[config.mk]
export PLATFORM = sky130hd
export DESIGN_NAME = mc_controller
export DESIGN_NICKNAME = d
export VERILOG_FILES = /design/src/rtl/mc_ctrl_pkg.sv /design/src/rtl/mc_aludec.sv /design/src/rtl/mc_controller.sv
export SDC_FILE = /design/constraint.sdc
export NUM_CORES = 1
export LEC_CHECK = 0
export CAP_MARGIN = 20
export CORE_MARGIN = 2
export CORE_UTILIZATION = 25
export DETAILED_ROUTE_END_ITERATION = 7
export PLACE_DENSITY_LB_ADDON = 0.15
export RECOVER_POWER = 25
export SYNTH_ARGS = -nofsm -noshare
export SYNTH_HDL_FRONTEND = slang
export SYNTH_SLANG_ARGS = --single-unit
[constraint.sdc]
create_clock -name clk -period 2.6 [get_ports clk]
set_clock_uncertainty 0.15 [all_clocks]
set_input_delay 0.52 -clock clk [delete_from_list [all_inputs] [get_ports clk]]
set_output_delay 0.52 -clock clk [all_outputs]
set_load 0.01 [all_outputs]
[src/rtl/mc_ctrl_pkg.sv]
// mc_ctrl_pkg: shared encodings for the multicycle MIPS controller (MC_ZERO_EXT_IMM_EN adds LOGIEXEC/LOGIWB)
package mc_ctrl_pkg;
  typedef enum logic [3:0] {
    FETCH    = 4'd0,
    DECODE   = 4'd1,
    MEMADR   = 4'd2,
    MEMRD    = 4'd3,
    MEMWB    = 4'd4,
    MEMWR    = 4'd5,
    RTEXEC   = 4'd6,
    ALUWB    = 4'd7,
    BRANCH   = 4'd8,
    ADDIEXEC = 4'd9,
    ADDIWB   = 4'd10,
    JUMP     = 4'd11,
    LOGIEXEC = 4'd12,
    LOGIWB   = 4'd13
  } state_t;
  typedef enum logic [1:0] {ALUOP_ADD, ALUOP_SUB, ALUOP_FUNCT, ALUOP_LOGI} aluop_t;
  localparam logic [5:0] OP_RTYPE = 6'b000000;
  localparam logic [5:0] OP_LW    = 6'b100011;
  localparam logic [5:0] OP_SW    = 6'b101011;
  localparam logic [5:0] OP_BEQ   = 6'b000100;
  localparam logic [5:0] OP_ADDI  = 6'b001000;
  localparam logic [5:0] OP_J     = 6'b000010;
  localparam logic [5:0] OP_ORI   = 6'b001101;
  localparam logic [5:0] OP_ANDI  = 6'b001100;
  localparam logic [5:0] FN_ADD = 6'b100000;
  localparam logic [5:0] FN_SUB = 6'b100010;
  localparam logic [5:0] FN_AND = 6'b100100;
  localparam logic [5:0] FN_OR  = 6'b100101;
  localparam logic [5:0] FN_SLT = 6'b101010;
  localparam logic [2:0] ALU_ADD = 3'b010;
  localparam logic [2:0] ALU_SUB = 3'b110;
  localparam logic [2:0] ALU_AND = 3'b000;
  localparam logic [2:0] ALU_OR  = 3'b001;
  localparam logic [2:0] ALU_SLT = 3'b111;
  localparam logic [1:0] SRCB_B     = 2'b00;
  localparam logic [1:0] SRCB_4     = 2'b01;
  localparam logic [1:0] SRCB_IMM   = 2'b10;
  localparam logic [1:0] SRCB_IMMSH = 2'b11;
  localparam logic [1:0] PC_ALU    = 2'b00;
  localparam logic [1:0] PC_ALUOUT = 2'b01;
  localparam logic [1:0] PC_JUMP   = 2'b10;
endpackage

[src/rtl/mc_aludec.sv]
// mc_aludec: maps aluop plus funct/op fields to the 3-bit ALU control
module mc_aludec
  import mc_ctrl_pkg::*;
#(
  parameter int OP_W    = 6,
  parameter int FUNCT_W = 6
) (
  input  aluop_t             aluop,
  input  logic [FUNCT_W-1:0] funct,
  input  logic [OP_W-1:0]    op,
  output logic [2:0]         alucontrol
);
  logic [2:0] fn_ctl;
  always_comb begin
    fn_ctl = funct == FN_SUB ? ALU_SUB :
             funct == FN_AND ? ALU_AND :
             funct == FN_OR  ? ALU_OR  :
             funct == FN_SLT ? ALU_SLT : ALU_ADD;
    alucontrol = aluop == ALUOP_SUB   ? ALU_SUB :
                 aluop == ALUOP_FUNCT ? fn_ctl :
                 aluop == ALUOP_LOGI  ? (op == OP_ORI ? ALU_OR : ALU_AND) : ALU_ADD;
  end
endmodule

[src/rtl/mc_controller.sv]
// mc_controller: Moore FSM sequencing the multicycle MIPS datapath.
// Define MC_ZERO_EXT_IMM_EN to add zero-extended ORI/ANDI (LOGIEXEC/LOGIWB).
module mc_controller
  import mc_ctrl_pkg::*;
#(
  parameter int OP_W    = 6,
  parameter int FUNCT_W = 6
) (
  input  logic               clk,
  input  logic               reset,
  input  logic [OP_W-1:0]    op,
  input  logic [FUNCT_W-1:0] funct,
  input  logic               zero,
  output logic               pcen,
  output logic               iord,
  output logic               memwrite,
  output logic               irwrite,
  output logic               regdst,
  output logic               memtoreg,
  output logic               regwrite,
  output logic               alusrca,
  output logic [1:0]         alusrcb,
  output logic [1:0]         pcsrc,
  output logic [2:0]         alucontrol,
  output logic               immsrc,
  output logic               illegal_op,
  output logic [3:0]         state_dbg
);
  state_t state, next;
  aluop_t aluop;
  logic pcwrite, branch;
  always_ff @(posedge clk or posedge reset)
    if (reset) state <= FETCH;
    else       state <= next;
  always_comb begin
    next       = FETCH;
    pcwrite    = 1'b0;
    branch     = 1'b0;
    iord       = 1'b0;
    memwrite   = 1'b0;
    irwrite    = 1'b0;
    regdst     = 1'b0;
    memtoreg   = 1'b0;
    regwrite   = 1'b0;
    alusrca    = 1'b0;
    alusrcb    = SRCB_B;
    pcsrc      = PC_ALU;
    aluop      = ALUOP_ADD;
    immsrc     = 1'b0;
    illegal_op = 1'b0;
    case (state)
      FETCH: begin
        next    = DECODE;
        irwrite = 1'b1;
        pcwrite = 1'b1;
        alusrcb = SRCB_4;
      end
      DECODE: begin
        alusrcb = SRCB_IMMSH;
        case (op)
          OP_LW, OP_SW: next = MEMADR;
          OP_RTYPE:     next = RTEXEC;
          OP_BEQ:       next = BRANCH;
          OP_ADDI:      next = ADDIEXEC;
          OP_J:         next = JUMP;
`ifdef MC_ZERO_EXT_IMM_EN
          OP_ORI, OP_ANDI: next = LOGIEXEC;
`endif
          default:      illegal_op = 1'b1;
        endcase
      end
      MEMADR: begin
        next    = op == OP_SW ? MEMWR : MEMRD;
        alusrca = 1'b1;
        alusrcb = SRCB_IMM;
      end
      MEMRD: begin
        next = MEMWB;
        iord = 1'b1;
      end
      MEMWB: begin
        iord     = 1'b1;
        memtoreg = 1'b1;
        regwrite = 1'b1;
      end
      MEMWR: begin
        iord     = 1'b1;
        memwrite = 1'b1;
      end
      RTEXEC: begin
        next    = ALUWB;
        alusrca = 1'b1;
        aluop   = ALUOP_FUNCT;
      end
      ALUWB: begin
        regdst   = 1'b1;
        regwrite = 1'b1;
      end
      BRANCH: begin
        alusrca = 1'b1;
        aluop   = ALUOP_SUB;
        pcsrc   = PC_ALUOUT;
        branch  = 1'b1;
      end
      ADDIEXEC: begin
        next    = ADDIWB;
        alusrca = 1'b1;
        alusrcb = SRCB_IMM;
      end
      ADDIWB: regwrite = 1'b1;
      JUMP: begin
        pcsrc   = PC_JUMP;
        pcwrite = 1'b1;
      end
`ifdef MC_ZERO_EXT_IMM_EN
      LOGIEXEC: begin
        next    = LOGIWB;
        alusrca = 1'b1;
        alusrcb = SRCB_IMM;
        immsrc  = 1'b1;
        aluop   = ALUOP_LOGI;
      end
      LOGIWB: begin
        regwrite = 1'b1;
        immsrc   = 1'b1;
      end
`endif
      default: ;
    endcase
  end
  // BEQ redirects the PC only when the ALU subtraction reports equality
  assign pcen      = pcwrite | (branch & zero);
  assign state_dbg = state;
  mc_aludec #(.OP_W(OP_W), .FUNCT_W(FUNCT_W)) u_aludec (
    .aluop      (aluop),
    .funct      (funct),
    .op         (op),
    .alucontrol (alucontrol)
  );
endmodule
==> metrics.csv <==
metric,value,unit
cp.arrival,1890,ps
num-fill-cells,210,
drive_gt1_frac,0.207,
wire_per_inst,11.1,um
crit_type,reg -> out,
p_leak,0.408,nW
critPathCaptureType,output pin,
power_density,735,mW/mm2
post_synth_instance_area,494,um2
synthFlopType,dfrtp_1,
min_delay_path_depth,2,
ys_ff_latch,4,
clk_pin_slew,40,ps
combPwrFrac,0.761,
p_seq_frac,0.130,
outcome,"finished, final reports clean",
dpl-instance-area,955,um2
cts_sinks,4,
largest_reg_flops,4,
rsz0062_at_grt,true,
cts_tree,done,
r2r_setup_slack,1150,ps
synth_most_common_cell,nor2_1,
dr.pass1.iters,2,
drc,0,
post_cts_buffers,0,
yosysTopAreaCell,dfrtp_1,
htreeDepth,1,
period_needed,2560,ps
cts-root-buf,clkbuf_4,
synth_seq_area_share,0.203,
grt_pass1_wl,2720,um
synthXorXnorAreaFrac,0.0354,
r2r_start,state_dbg[1],
clkPwrFrac,0.108,
synthAdderAreaFrac,0,
final_area,973,um2
dpl.hpwl,1280,um
switching_share,0.398,
ys_warn_count,0,
die_w,48.5,um
cp_data_required_time,1930,ps
netlist.area_leader.share,0.203,
ys_types,34,
ant_nets,0,
place_congestion,0.769,
cp_max_fo,2,
period_share,0.986,
core-area,0.00192,mm2
synthSimpleGateAreaFrac,0.375,
final-hold-violation-count,0,
max_cap_violations,0,
synthesis.nets,85,
die_h,48.5,um
switchingPower,0.000284,W
startpoint_type,register,
grtUsageTotal,0.147,
dr_total_vias,685,
io_pins,36,
vdd_ir_drop_max,0.000301,V
die-area,0.00235,mm2
synth_top_family_by_area,simple AND/OR/NAND/NOR gates,
max_freq,390,MHz
synth_edf_count,0,
first_global_vias,649,
start_util,0.257,
grt.overflow.total,0,
finalSetupTns,0,ps
final_max_slew_viol_count,0,
setup_viol_count_final,0,
cts_buffers,3,
first_iter_violations,1,
worstHoldStart,state_dbg[3],
drt_wl_total,1580,um
nNetsFinal,133,
synthTopCellsByArea,"dfrtp_1 20%, nor3_1 6.1%, nor2_1 6.1%",
grt_max_degree,15,
insertion_delay,240,ps
numPortBuffers,34,
reg2regPathDepth,4,
cts_buffer_depth,2,
muxShareOfSynthArea,0.0430,
hold_end,state_dbg[0],
async_flop_share,1.00,
synth-compound-area-share,0.253,
synth_commonest_cells,"8 x nor2_1, 6 x nor3_1, 5 x clkbuf_1, 4 x dfrtp_1, 4 x nand2b_1",
reg2reg_to,state_dbg[1],
num_rows,16,
antenna_found_initial,0,
areaGrowthSynthToFinish,97.0,%
synth.avg_cell_area,7.06,um2
netlist_instances,70,
viasPerCell,4.79,
hold_path.class,reg -> reg,
internal_power,0.000431,W
diodes,0,
stage by stage:
stage / hold slack [ps] / instances / total power, W / setup slack [ps] / utilization
floorplan: 136 / 70 / 0.000352 / 266 / -
global placement: 457 / 140 / 0.000648 / -501 / 0.497
detailed placement: 454 / 140 / 0.000648 / -527 / 0.497
CTS: 308 / 143 / 0.000731 / 19.4 / 0.507
global route: 462 / 143 / 0.000775 / -27.2 / 0.507
finish: 442 / 143 / 0.000715 / 37.3 / 0.507
cells in the final DEF, fill, tap and decap left out, drive strengths merged, types with 2 or more instances in the layout:
cell type,Yosys,final
clkdlybuf4s50,0,26
buf,1,15
nor2,8,8
nor3,6,6
dlygate4sd2,0,5
clkbuf,5,4
dfrtp,4,4
nand2b,4,4
inv,4,4
nand3,3,3
a21oi,3,3
nand2,3,3
o211ai,3,3
o21ai,3,3
nor4,2,2
a31oi,2,2
xor2,2,2
dlygate4sd3,0,2
or4b,2,2
or2,2,2
per-layer routing:
metal,up-vias,GRT usage,share of wire
met5,-,0,0
met4,0,0.0714,0.013
met3,4,0.0401,0.044
met2,25,0.257,0.50
met1,306,0.166,0.44
li1,350,-,-
final cells by class:
class | count | area (um2) | area share
Clock buffer | 3 | 22.5 | 0.0231
Inverter | 4 | 15.0 | 0.0154
Multi-Input combinational cell | 56 | 360 | 0.370
Sequential cell | 4 | 100 | 0.103
Tap cell | 27 | 33.8 | 0.0347
Timing Repair Buffer | 49 | 442 | 0.454
cells by family (layout without fill, tap and decap cells):
logic type | Yosys count | after routing
buffers and inverters | 10 | 56
other | 1 | 1
AOI/OAI and AO/OA | 18 | 18
and+or+nand+nor | 33 | 33
DFF | 4 | 4
xor gates and xnor gates | 2 | 2
muxes | 2 | 2
critical path, cell delays in order (launching register included):
cell	delay, ps
dfrtp_1	360
nand2b_4	140
or4b_4	530
or4b_1	470
buf_2	150
power by group through the flow:
| stage | clock (W) | sequential (W) | combinational, W |
|---|---|---|---|
| 2_1_floorplan | 0 | 0.000108 | 0.000244 |
| 3_3_place_gp | 0 | 0.0000900 | 0.000558 |
| 3_5_place_dp | 0 | 0.0000909 | 0.000557 |
| 4_1_cts | 0.0000830 | 0.0000939 | 0.000554 |
| 5_1_grt | 0.0000865 | 0.0000971 | 0.000592 |
| 6_report | 0.0000776 | 0.0000931 | 0.000544 |
how the worst max path moves through the flow:
stage            startpoint            end  slack, ps  cells past startpoint
6_report       state_dbg[0]  alucontrol[1]         40                      4
5_1_grt        state_dbg[0]  alucontrol[1]        -30                      4
4_1_cts        state_dbg[0]  alucontrol[1]         20                      4
3_5_place_dp       funct[4]  alucontrol[1]       -530                      4
3_3_place_gp       funct[4]  alucontrol[1]       -500                      4
2_1_floorplan  state_dbg[3]  alucontrol[1]        270                      3
what timing repair did:
action	4_1_cts	5_1_grt
resized for setup	10	0
pin swaps	2	0
endpoints found under the setup margin	4	2
hold buffers	0	0
Note: power is estimated with default switching activity, not from simulation.
